[src/rtl/ahbl_i2s_sample_fifo_pkg.sv]
// Package i2s_fifo_pkg: shared constants for the AHB-Lite I2S sample FIFO.
//   - Register word offsets (HADDR[4:2]) for the register map.
//   - STATUS register bit positions.
//   - AHB HTRANS encodings.
package i2s_fifo_pkg;

    // Register word offsets, compared against HADDR[4:2]
    localparam logic [2:0] RegDataL  = 3'h0;  // 0x00
    localparam logic [2:0] RegDataR  = 3'h1;  // 0x04
    localparam logic [2:0] RegStatus = 3'h2;  // 0x08
    localparam logic [2:0] RegCtrl   = 3'h3;  // 0x0C
    localparam logic [2:0] RegThresh = 3'h4;  // 0x10

    // STATUS bit positions; level occupies [AW:0]
    localparam int unsigned StatusOvfBit   = 31;
    localparam int unsigned StatusFullBit  = 17;
    localparam int unsigned StatusEmptyBit = 16;

    // CTRL bit positions
    localparam int unsigned CtrlEnableBit = 0;
    localparam int unsigned CtrlClearBit  = 1;

    typedef enum logic [1:0] {
        HtransIdle   = 2'b00,
        HtransBusy   = 2'b01,
        HtransNonseq = 2'b10,
        HtransSeq    = 2'b11
    } htrans_e;

endpackage

[src/rtl/ahbl_i2s_sample_fifo_sample_fifo.sv]
// sample_fifo: circular buffer of Width-bit sample words.
// Ports:
//   clk_i, rst_ni  clock, asynchronous active-low reset
//   push_i         request to store wdata_i (ignored when full unless a pop happens too)
//   pop_i          request to drop the head (ignored when empty)
//   flush_i        empty the buffer; wins over push/pop in the same cycle
//   wdata_i        word to store
//   rdata_o        head word, combinational (undefined content when empty)
//   level_o        current occupancy, 0..Depth
//   level_d_o      occupancy after the coming edge
//   full_o/empty_o occupancy flags
module sample_fifo #(
    parameter int unsigned Depth = 16,
    parameter int unsigned Aw    = 4,
    parameter int unsigned Width = 64
) (
    input  logic             clk_i,
    input  logic             rst_ni,
    input  logic             push_i,
    input  logic             pop_i,
    input  logic             flush_i,
    input  logic [Width-1:0] wdata_i,
    output logic [Width-1:0] rdata_o,
    output logic [Aw:0]      level_o,
    output logic [Aw:0]      level_d_o,
    output logic             full_o,
    output logic             empty_o
);

    localparam logic [Aw:0] LevelFull = (Aw + 1)'(Depth);

    logic [Width-1:0] mem_q [Depth];
    logic [Aw-1:0]    wr_ptr_q, wr_ptr_d;
    logic [Aw-1:0]    rd_ptr_q, rd_ptr_d;
    logic [Aw:0]      level_q, level_d;
    logic             do_push, do_pop;

    assign full_o  = (level_q == LevelFull);
    assign empty_o = (level_q == '0);

    // A pop on an empty buffer is a no-op; a push into a full buffer is only
    // accepted when the head leaves in the same cycle.
    assign do_pop  = pop_i & ~empty_o;
    assign do_push = push_i & (~full_o | do_pop);

    always_comb begin
        wr_ptr_d = wr_ptr_q;
        rd_ptr_d = rd_ptr_q;
        level_d  = level_q;
        if (flush_i) begin
            wr_ptr_d = '0;
            rd_ptr_d = '0;
            level_d  = '0;
        end else begin
            if (do_push) wr_ptr_d = wr_ptr_q + 1'b1;
            if (do_pop)  rd_ptr_d = rd_ptr_q + 1'b1;
            case ({do_push, do_pop})
                2'b10:   level_d = level_q + 1'b1;
                2'b01:   level_d = level_q - 1'b1;
                default: level_d = level_q;
            endcase
        end
    end

    always_ff @(posedge clk_i or negedge rst_ni) begin
        if (!rst_ni) begin
            wr_ptr_q <= '0;
            rd_ptr_q <= '0;
            level_q  <= '0;
        end else begin
            wr_ptr_q <= wr_ptr_d;
            rd_ptr_q <= rd_ptr_d;
            level_q  <= level_d;
        end
    end

    // Storage needs no reset: content is only visible while level says it is valid.
    always_ff @(posedge clk_i) begin
        if (do_push && !flush_i) mem_q[wr_ptr_q] <= wdata_i;
    end

    assign rdata_o   = mem_q[rd_ptr_q];
    assign level_o   = level_q;
    assign level_d_o = level_d;

endmodule

[src/rtl/ahbl_i2s_sample_fifo.sv]
// ahbl_i2s_sample_fifo: AHB-Lite slave buffering 64-bit {left, right} I2S sample words
// for the CPU, with a level-threshold interrupt.
// Ports:
//   HCLK, HRESETn        clock, asynchronous active-low reset
//   smp_data, smp_valid  sample word and one-cycle strobe from the I2S receiver
//   HSEL..HWDATA         AHB-Lite slave inputs (HSIZE ignored, HADDR[4:2] decoded)
//   HRDATA               read data, combinational during the data phase
//   HREADYOUT, HRESP     constant 1 / 0: zero wait states, always OKAY
//   irq                  registered interrupt: level >= THRESH (THRESH = 0 disables)
module ahbl_i2s_sample_fifo
    import i2s_fifo_pkg::*;
#(
    parameter int unsigned DEPTH = 16,
    parameter int unsigned AW    = 4
) (
    input  logic        HCLK,
    input  logic        HRESETn,
    input  logic [63:0] smp_data,
    input  logic        smp_valid,
    input  logic        HSEL,
    input  logic [31:0] HADDR,
    input  logic [1:0]  HTRANS,
    input  logic        HWRITE,
    input  logic [2:0]  HSIZE,
    input  logic        HREADY,
    input  logic [31:0] HWDATA,
    output logic [31:0] HRDATA,
    output logic        HREADYOUT,
    output logic        HRESP,
    output logic        irq
);

    // Data-phase registers captured from the address phase
    logic [2:0]  dp_addr_q;
    logic        dp_write_q;
    logic        dp_valid_q;

    logic        enable_q, enable_d;
    logic [AW:0] thresh_q, thresh_d;
    logic        ovf_q, ovf_d;
    logic        irq_q, irq_d;

    logic        addr_phase;
    logic        dp_rd, dp_wr;
    logic        push_req, pop_req, flush, ovf_set;
    logic [63:0] head;
    logic [AW:0] level, level_d;
    logic        full, empty;
    logic        unused_inputs;

    assign addr_phase = HSEL & HREADY &
                        ((HTRANS == HtransNonseq) | (HTRANS == HtransSeq));
    assign dp_rd = dp_valid_q & ~dp_write_q;
    assign dp_wr = dp_valid_q & dp_write_q;

    assign push_req = smp_valid & enable_q;
    assign pop_req  = dp_rd & (dp_addr_q == RegDataR);
    assign flush    = dp_wr & (dp_addr_q == RegCtrl) & HWDATA[CtrlClearBit];
    // A full buffer with a simultaneous pop accepts the sample, so no overflow.
    assign ovf_set  = push_req & full & ~pop_req;

    sample_fifo #(
        .Depth (DEPTH),
        .Aw    (AW),
        .Width (64)
    ) u_sample_fifo (
        .clk_i     (HCLK),
        .rst_ni    (HRESETn),
        .push_i    (push_req),
        .pop_i     (pop_req),
        .flush_i   (flush),
        .wdata_i   (smp_data),
        .rdata_o   (head),
        .level_o   (level),
        .level_d_o (level_d),
        .full_o    (full),
        .empty_o   (empty)
    );

    always_comb begin
        enable_d = enable_q;
        thresh_d = thresh_q;
        ovf_d    = ovf_q;
        if (dp_wr && dp_addr_q == RegCtrl)   enable_d = HWDATA[CtrlEnableBit];
        if (dp_wr && dp_addr_q == RegThresh) thresh_d = HWDATA[AW:0];
        if (flush) begin
            ovf_d = 1'b0;
        end else begin
            if (dp_wr && dp_addr_q == RegStatus && HWDATA[StatusOvfBit]) ovf_d = 1'b0;
            // A new overflow wins over a W1C landing in the same cycle
            if (ovf_set) ovf_d = 1'b1;
        end
        // Use next-state threshold so irq tracks a THRESH write without a stale cycle
        irq_d = (thresh_d != '0) & (level_d >= thresh_d);
    end

    always_ff @(posedge HCLK or negedge HRESETn) begin
        if (!HRESETn) begin
            dp_addr_q  <= '0;
            dp_write_q <= 1'b0;
            dp_valid_q <= 1'b0;
            enable_q   <= 1'b0;
            thresh_q   <= '0;
            ovf_q      <= 1'b0;
            irq_q      <= 1'b0;
        end else begin
            if (HREADY) begin
                dp_valid_q <= addr_phase;
                dp_addr_q  <= HADDR[4:2];
                dp_write_q <= HWRITE;
            end
            enable_q <= enable_d;
            thresh_q <= thresh_d;
            ovf_q    <= ovf_d;
            irq_q    <= irq_d;
        end
    end

    always_comb begin
        HRDATA = '0;
        if (dp_rd) begin
            case (dp_addr_q)
                RegDataL:  HRDATA = empty ? '0 : head[63:32];
                RegDataR:  HRDATA = empty ? '0 : head[31:0];
                RegStatus: begin
                    HRDATA[StatusOvfBit]   = ovf_q;
                    HRDATA[StatusFullBit]  = full;
                    HRDATA[StatusEmptyBit] = empty;
                    HRDATA[AW:0]           = level;
                end
                RegCtrl:   HRDATA[CtrlEnableBit] = enable_q;
                RegThresh: HRDATA[AW:0] = thresh_q;
                default:   HRDATA = '0;
            endcase
        end
    end

    assign HREADYOUT = 1'b1;
    assign HRESP     = 1'b0;
    assign irq       = irq_q;

    assign unused_inputs = ^{HSIZE, HADDR[31:5], HADDR[1:0], HWDATA};

endmodule
[config.mk]
export PLATFORM = sky130hd
export DESIGN_NAME = ahbl_i2s_sample_fifo
export DESIGN_NICKNAME = d
export VERILOG_FILES = /design/src/rtl/ahbl_i2s_sample_fifo_pkg.sv /design/src/rtl/ahbl_i2s_sample_fifo_sample_fifo.sv /design/src/rtl/ahbl_i2s_sample_fifo.sv
export SDC_FILE = /design/constraint.sdc
export NUM_CORES = 1
export LEC_CHECK = 0
export ABC_AREA = 1
export CAP_MARGIN = 15
export CELL_PAD_IN_SITES_DETAIL_PLACEMENT = 1
export CELL_PAD_IN_SITES_GLOBAL_PLACEMENT = 1
export CORE_UTILIZATION = 30
export CTS_BUF_LIST = sky130_fd_sc_hd__clkbuf_4 sky130_fd_sc_hd__clkbuf_8
export DETAILED_ROUTE_END_ITERATION = 12
export PLACE_DENSITY_LB_ADDON = 0.1
export SYNTH_ARGS = -nofsm -noshare
export SYNTH_HDL_FRONTEND = slang
export SYNTH_SLANG_ARGS = --single-unit
[constraint.sdc]
create_clock -name HCLK -period 8.35 [get_ports HCLK]
set_input_delay 1.67 -clock HCLK [delete_from_list [all_inputs] [get_ports HCLK]]
set_output_delay 1.67 -clock HCLK [all_outputs]
set_load 0.02 [all_outputs]
Word level (Yosys, flattened, before mapping):

Memories as Yosys holds them, arrays and structs flattened.
Index checks and enable logic that the tools add are counted.

* flip-flop bits (word level): 26
* memory bits (writable): 1024
* input port bits: 139
* output and inout bits: 35
* word-level logic and storage cells: 77
* memories kept: 1

* add/subtract/negate cells: 4
* $lt $le $gt $ge: 1
* equality and inequality tests: 9
* multiplexer cells: 21
* bitwise logic cells: 19
* reduce and logical (&&, ||, !) cells: 12

Memories
* u_sample_fifo.mem_q: depth 16, width 64, read ports 1, clocked after Yosys merged registers in 0, wr ports 1, line ahbl_i2s_sample_fifo_sample_fifo.sv:32 `logic [Width-1:0] mem_q [Depth];`

Operators by type and width (number)
* 32-bit two-way mux: 3
* 13-bit case mux with 2 select lines: 1
* 11-bit case mux with 2 select lines: 1
* 4-bit two-way mux: 4
* 4-bit case mux with 4 select lines: 1
* 1-bit AND: 13
* 5-bit two-way mux: 2
* 5-bit case mux with 2 select lines: 1
* 4-bit by 1-bit adder with 4-bit output, second input constant: 2
* 2-bit == test, second input constant: 3
* 3-bit by 2-bit == test with 1-bit output, second input constant: 2
* 2-bit case mux with 3 select lines: 1
* 5-bit by 1-bit adder with 5-bit output, second input constant: 1
* 5-bit == test, second input constant: 1
* 5-bit >= comparator: 1
* 1-bit logical AND: 5
* 5-bit logical NOT: 1
* 1-bit two-way mux: 5
* 1-bit case mux with 5 select lines: 1
* 5-bit nonzero test: 1
* 5-bit by 1-bit subtractor with 5-bit output, second input constant: 1
* 1-bit inverter: 4
* 2-bit nonzero test: 2
* 3-bit by 1-bit == test with 1-bit output, second input constant: 1
* 7 further kinds: 8

Depth between registers and ports, before layout:

* depth after elaboration: 11
* depth in mapped cells: 19
* depth with buffers taken out: 19

By module:

A second synthesis with hierarchy kept.

* cell total of the unflattened synthesis: 3281
* area, all modules: 42097.9 µm²

By module, submodules not included
* sample_fifo: instances 1, cells each 3042, area an instance 40730.3 µm², seq. area each 31074.8 µm²
* ahbl_i2s_sample_fifo: instances 1, cells each 239, area an instance 1367.6 µm², seq. area each 325.3 µm²

Worst setup path after synthesis:

Ideal clock, no wire load.

* path kind: input to register
* from: in smp_valid
* to: mem u_sample_fifo.mem_q[12][0], enable pin
* setup time: 0.565 ns
* arrival: 6.606 ns
* data required time: 7.785 ns
* setup slack: 1.180 ns
* cell stages on the path: 6
* buffers on the path: 0
* path through: nand2_1 -> a21oi_2 -> inv_1 -> nor2_2 -> inv_1 -> nor3_1

* cells in the longest elaborated chain, start to end: 5

Ends and longest elaborated chain
* from (decl): line ahbl_i2s_sample_fifo.sv:19 `input logic smp_valid,`
* 1-bit AND: line ahbl_i2s_sample_fifo.sv:56 `assign push_req = smp_valid & enable_q;`
* 1-bit AND: line ahbl_i2s_sample_fifo_sample_fifo.sv:44 `assign do_push = push_i & (~full_o | do_pop);`
* 1-bit logical AND: line ahbl_i2s_sample_fifo_sample_fifo.sv:79 `if (do_push && !flush_i) mem_q[wr_ptr_q] <= wdata_i;`
* 1-bit two-way mux: line ahbl_i2s_sample_fifo_sample_fifo.sv:79
* 1-bit two-way mux (implied by the code): line ahbl_i2s_sample_fifo_sample_fifo.sv:79
* to (decl): line ahbl_i2s_sample_fifo_sample_fifo.sv:32

Every way passes these cells.

Worst setup path in the final report:

* from: reg u_sample_fifo.rd_ptr_q[0]
* to: out HRDATA[9]

* cells in the longest elaborated chain, start to end: 4
* elaborated cells on any way between the ends: 5
* classes of those cells: mux: 4; memory: 1

Ends and longest elaborated chain
* from (decl): line ahbl_i2s_sample_fifo_sample_fifo.sv:34 `logic [Aw-1:0] rd_ptr_q, rd_ptr_d;`
* from (signal assigned): line ahbl_i2s_sample_fifo_sample_fifo.sv:72 `rd_ptr_q <= rd_ptr_d;`
* memory read 16 x 64 bit *
* 32-bit two-way mux (on tied branches): line ahbl_i2s_sample_fifo.sv:124, ahbl_i2s_sample_fifo.sv:123
* 11-bit case mux with 2 select lines *: line ahbl_i2s_sample_fifo.sv:122 `case (dp_addr_q)`
* 32-bit two-way mux *: line ahbl_i2s_sample_fifo.sv:121 `if (dp_rd) begin`
* to (decl): line ahbl_i2s_sample_fifo.sv:27 `output logic [31:0] HRDATA,`

Every way passes the cells marked *; elsewhere a longest branch is shown, timed or not.

==> results.yml <==
sta:
  drv_slew: 0
  rsz0062_at_grt: "no"
  setup_viol: 0
  worstMarginPinSlew_ns: 1.10
  totalNegativeSetupSlack_ns: 0
  max_slew_margin: 0.264
  hold_viol_final: 0
  fin_crit_sh: 0.800
  hold_slack_ns: 0.538
  period_minus_slack_ns: 6.68
  skew_ns: 0.0349
  fmax_ghz: 0.150
setup_path:
  critPathKind: "reg2out"
  crit_chain: "buf_4, buf_4, nor2_1, nor2_1, o21ai_0, o21ai_1, o211ai_1, nand2_1, nand2_1, a21oi_1, clkdlybuf4s50_1"
  crit_required_ns: 6.68
  worst_r2r_path_depth: 9
  r2r-end: "u_sample_fifo.mem_q[7][10]$_DFFE_PP_"
  crit_slowest_cell: "dfrtp_4"
  cp_data_arrival_time_ns: 5.01
  cp-start-kind: "flip-flop"
  max_stage_delay_ns: 0.83
  worstReg2RegStart: "u_sample_fifo.level_o[0]$_DFF_PN0_"
  end_kind: "output port"
  r2r_setup_slack_ns: 4.03
  crit_fanout: 55
  crit_end: "HRDATA[9]"
  timing.critical_path.from: "u_sample_fifo.rd_ptr_q[0]$_DFFE_PN0P_"
cts:
  cts_htree_levels: 4
  clock-sinks: 1050
  clk_pin_slew_worst_paths_ns: 0.06
  cts.repair_timing.setup_buffer_count: 0
  hold_buffers: 0
  clock_latency_ns: 0.89
  numCtsBuffers: 191
  clock-root-buffer: "clkbuf_8"
  cts_buffer_depth: 3
  cts_resized: 0
  cts_tree: "done"
grt:
  antenna_found_initial: 11
  grt_pass1_vias: 29401
  grt_max_degree: 222
  grtUsageTotal: 0.195
  grt_pass1_wl_um: 201000
  grt_overflow: 0
yosys:
  synth.most_common_cell: "edfxtp_1"
  synth_seq_cells: 1050
  syn-instance-count: 3343
  synth_edf_count: 1024
  synth.distinct_cells: 34
  yosys_warnings: 0
  ys.flop_type: "edfxtp_1"
  synth_top_area_frac: 0.727
  yosys.area.top_type: "edfxtp_1"
  synthArstFlopShare: 0.0248
  synth_area_leaders: "edfxtp_1, nor2_1, o21ai_0"
  syn_nets: 3493
  synth_common_cells: "edfxtp_1, nor2_1, o21ai_0"
  yosysSeqAreaShare: 0.742
  synth.avg_cell_area_sq_um: 12.7
  synth_area_sq_mm: 0.0423
die:
  chipHeight_um: 378
  start_util: 0.303
  core_sq_mm: 0.140
  die_width_um: 378
  rows: 137
  die_area_sq_mm: 0.143
  io_pins: 174
drt:
  drtAntennaViolNets: 0
  drc: 0
  first_pass_iters: 5
  wl_um: 139000
  viasPerCell: 5.02
  drt_iter0_drc: 1607
  wl_per_cell_um: 25.2
  num_vias: 27640
cells_and_area:
  syn2layout_area_growth_pct: 15.9
  fin_nets: 3636
  drive_above_1_share: 0.107
  final_area_sq_mm: 0.0490
  utilization: 0.351
  fillers: 14835
job:
  max_cap_violations: 0
pwr:
  peakVddDrop_v: 0.000172
  p_total_mw: 15.6
  leakagePower_nw: 15.9
  power_density_mw_per_mm2: 318
hold_path:
  hold_start: "ovf_q$_DFFE_PN0P_"
  min_path_type: "reg2reg"
place:
  portBuffers: 112
  dp_hpwl_um: 71200
  placed_cell_area_sq_mm: 0.0454
  place.gp.congestion: 0.752
outcome:
  status: "finished clean"
[registers in the layout, indices dropped and copies added (netlist names)]
name and flops:
u_sample_fifo.mem_q 1024, thresh_q 5, u_sample_fifo.level_o 5, u_sample_fifo.rd_ptr_q 4, u_sample_fifo.wr_ptr_q 4, dp_addr_q 3
dp_valid_q 1, dp_write_q 1, enable_q 1, irq 1, ovf_q 1
[metrics by stage]
stage	worst slack, ns	cells
3_3_place_gp	2.61	5168
5_1_grt	1.36	5505
2_1_floorplan	1.18	3343
6_report	1.67	5506
3_5_place_dp	2.54	5168
4_1_cts	1.52	5503
[routing by layer]
metal  track usage  vias to the layer above  share of wire  wire length (um)
li1              -                    12508              -                 -
met1         0.251                    14376           0.45             62000
met2         0.335                      523           0.49             68300
met3        0.0357                      221          0.040              5610
met4        0.0545                       12          0.021              2900
met5             0                        -        0.00057                79
[kinds of logic after synthesis]
| logic type | Yosys count | share of synthesized area |
|---|---|---|
| adder cells (fa/ha/maj) | 11 | 0.00325 |
| AND/OR/NAND/NOR | 1135 | 0.106 |
| other | 2 | 0.000177 |
| flip-flops | 1050 | 0.742 |
| AO/OA/AOI/OAI | 851 | 0.116 |
| buffers and inverters | 293 | 0.0326 |
| XOR/XNOR | 1 | 0.000207 |
[worst min path at each step]
stage	endpoint	cells past startpoint	slack [ns]
final	ovf_q$_DFFE_PN0P_	2	0.54
after detailed placement	ovf_q$_DFFE_PN0P_	2	0.53
after CTS	ovf_q$_DFFE_PN0P_	2	0.54
after global routing	ovf_q$_DFFE_PN0P_	2	0.60
after floorplan	enable_q$_DFFE_PN0P_	2	0.49
after global placement	ovf_q$_DFFE_PN0P_	2	0.54
[power breakdown]
part           switching, mW  internal (mW)  total (mW)
logic                   3.28           1.19        4.48
clock network           2.17           2.46        4.63
registers              0.218           6.27        6.49
total                   5.67           9.92        15.6
[critical path, delay by kind of cell (launching register included)]
kind | cells | cell delay (ns)
flops | 1 | 0.83
buf+inv | 3 | 1.82
compound gates | 4 | 0.81
simple gates | 4 | 0.57
[area by class of cell]
class	instances	area [sq um]	share of cell area
Clock buffer	265	3190	0.0651
Antenna cell	2	5.00	0.000102
Multi-Input combinational cell	2000	9650	0.197
Timing Repair Buffer	174	1760	0.0359
Inverter	69	275	0.00561
Clock inverter	70	378	0.00771
Tap cell	1876	2350	0.0479
Sequential cell	1050	31400	0.641
[cell usage in the layout, fill, tap and decap left out, types with 2 or more instances in the layout]
master	instances
a21oi_1	34
buf_12	14
buf_4	48
clkbuf_4	73
clkbuf_8	192
clkdlybuf4s50_1	112
clkinv_1	41
clkinv_2	16
clkinv_8	2
clkinvlp_4	5
conb_1	2
dfrtp_1	22
dfrtp_4	4
diode_2	2
edfxtp_1	1024
ha_1	11
inv_1	64
inv_12	2
inv_6	5
inv_8	2
nand2_1	208
nand3_1	136
nand4_1	6
nor2_1	757
nor2_2	2
nor2_4	14
nor3_1	5
nor3_2	4
o211ai_1	193
o21a_1	2
o21ai_0	509
o21ai_1	70
o221ai_1	35
o22ai_1	4
No activity file was read; power rests on OpenSTA's default activity.
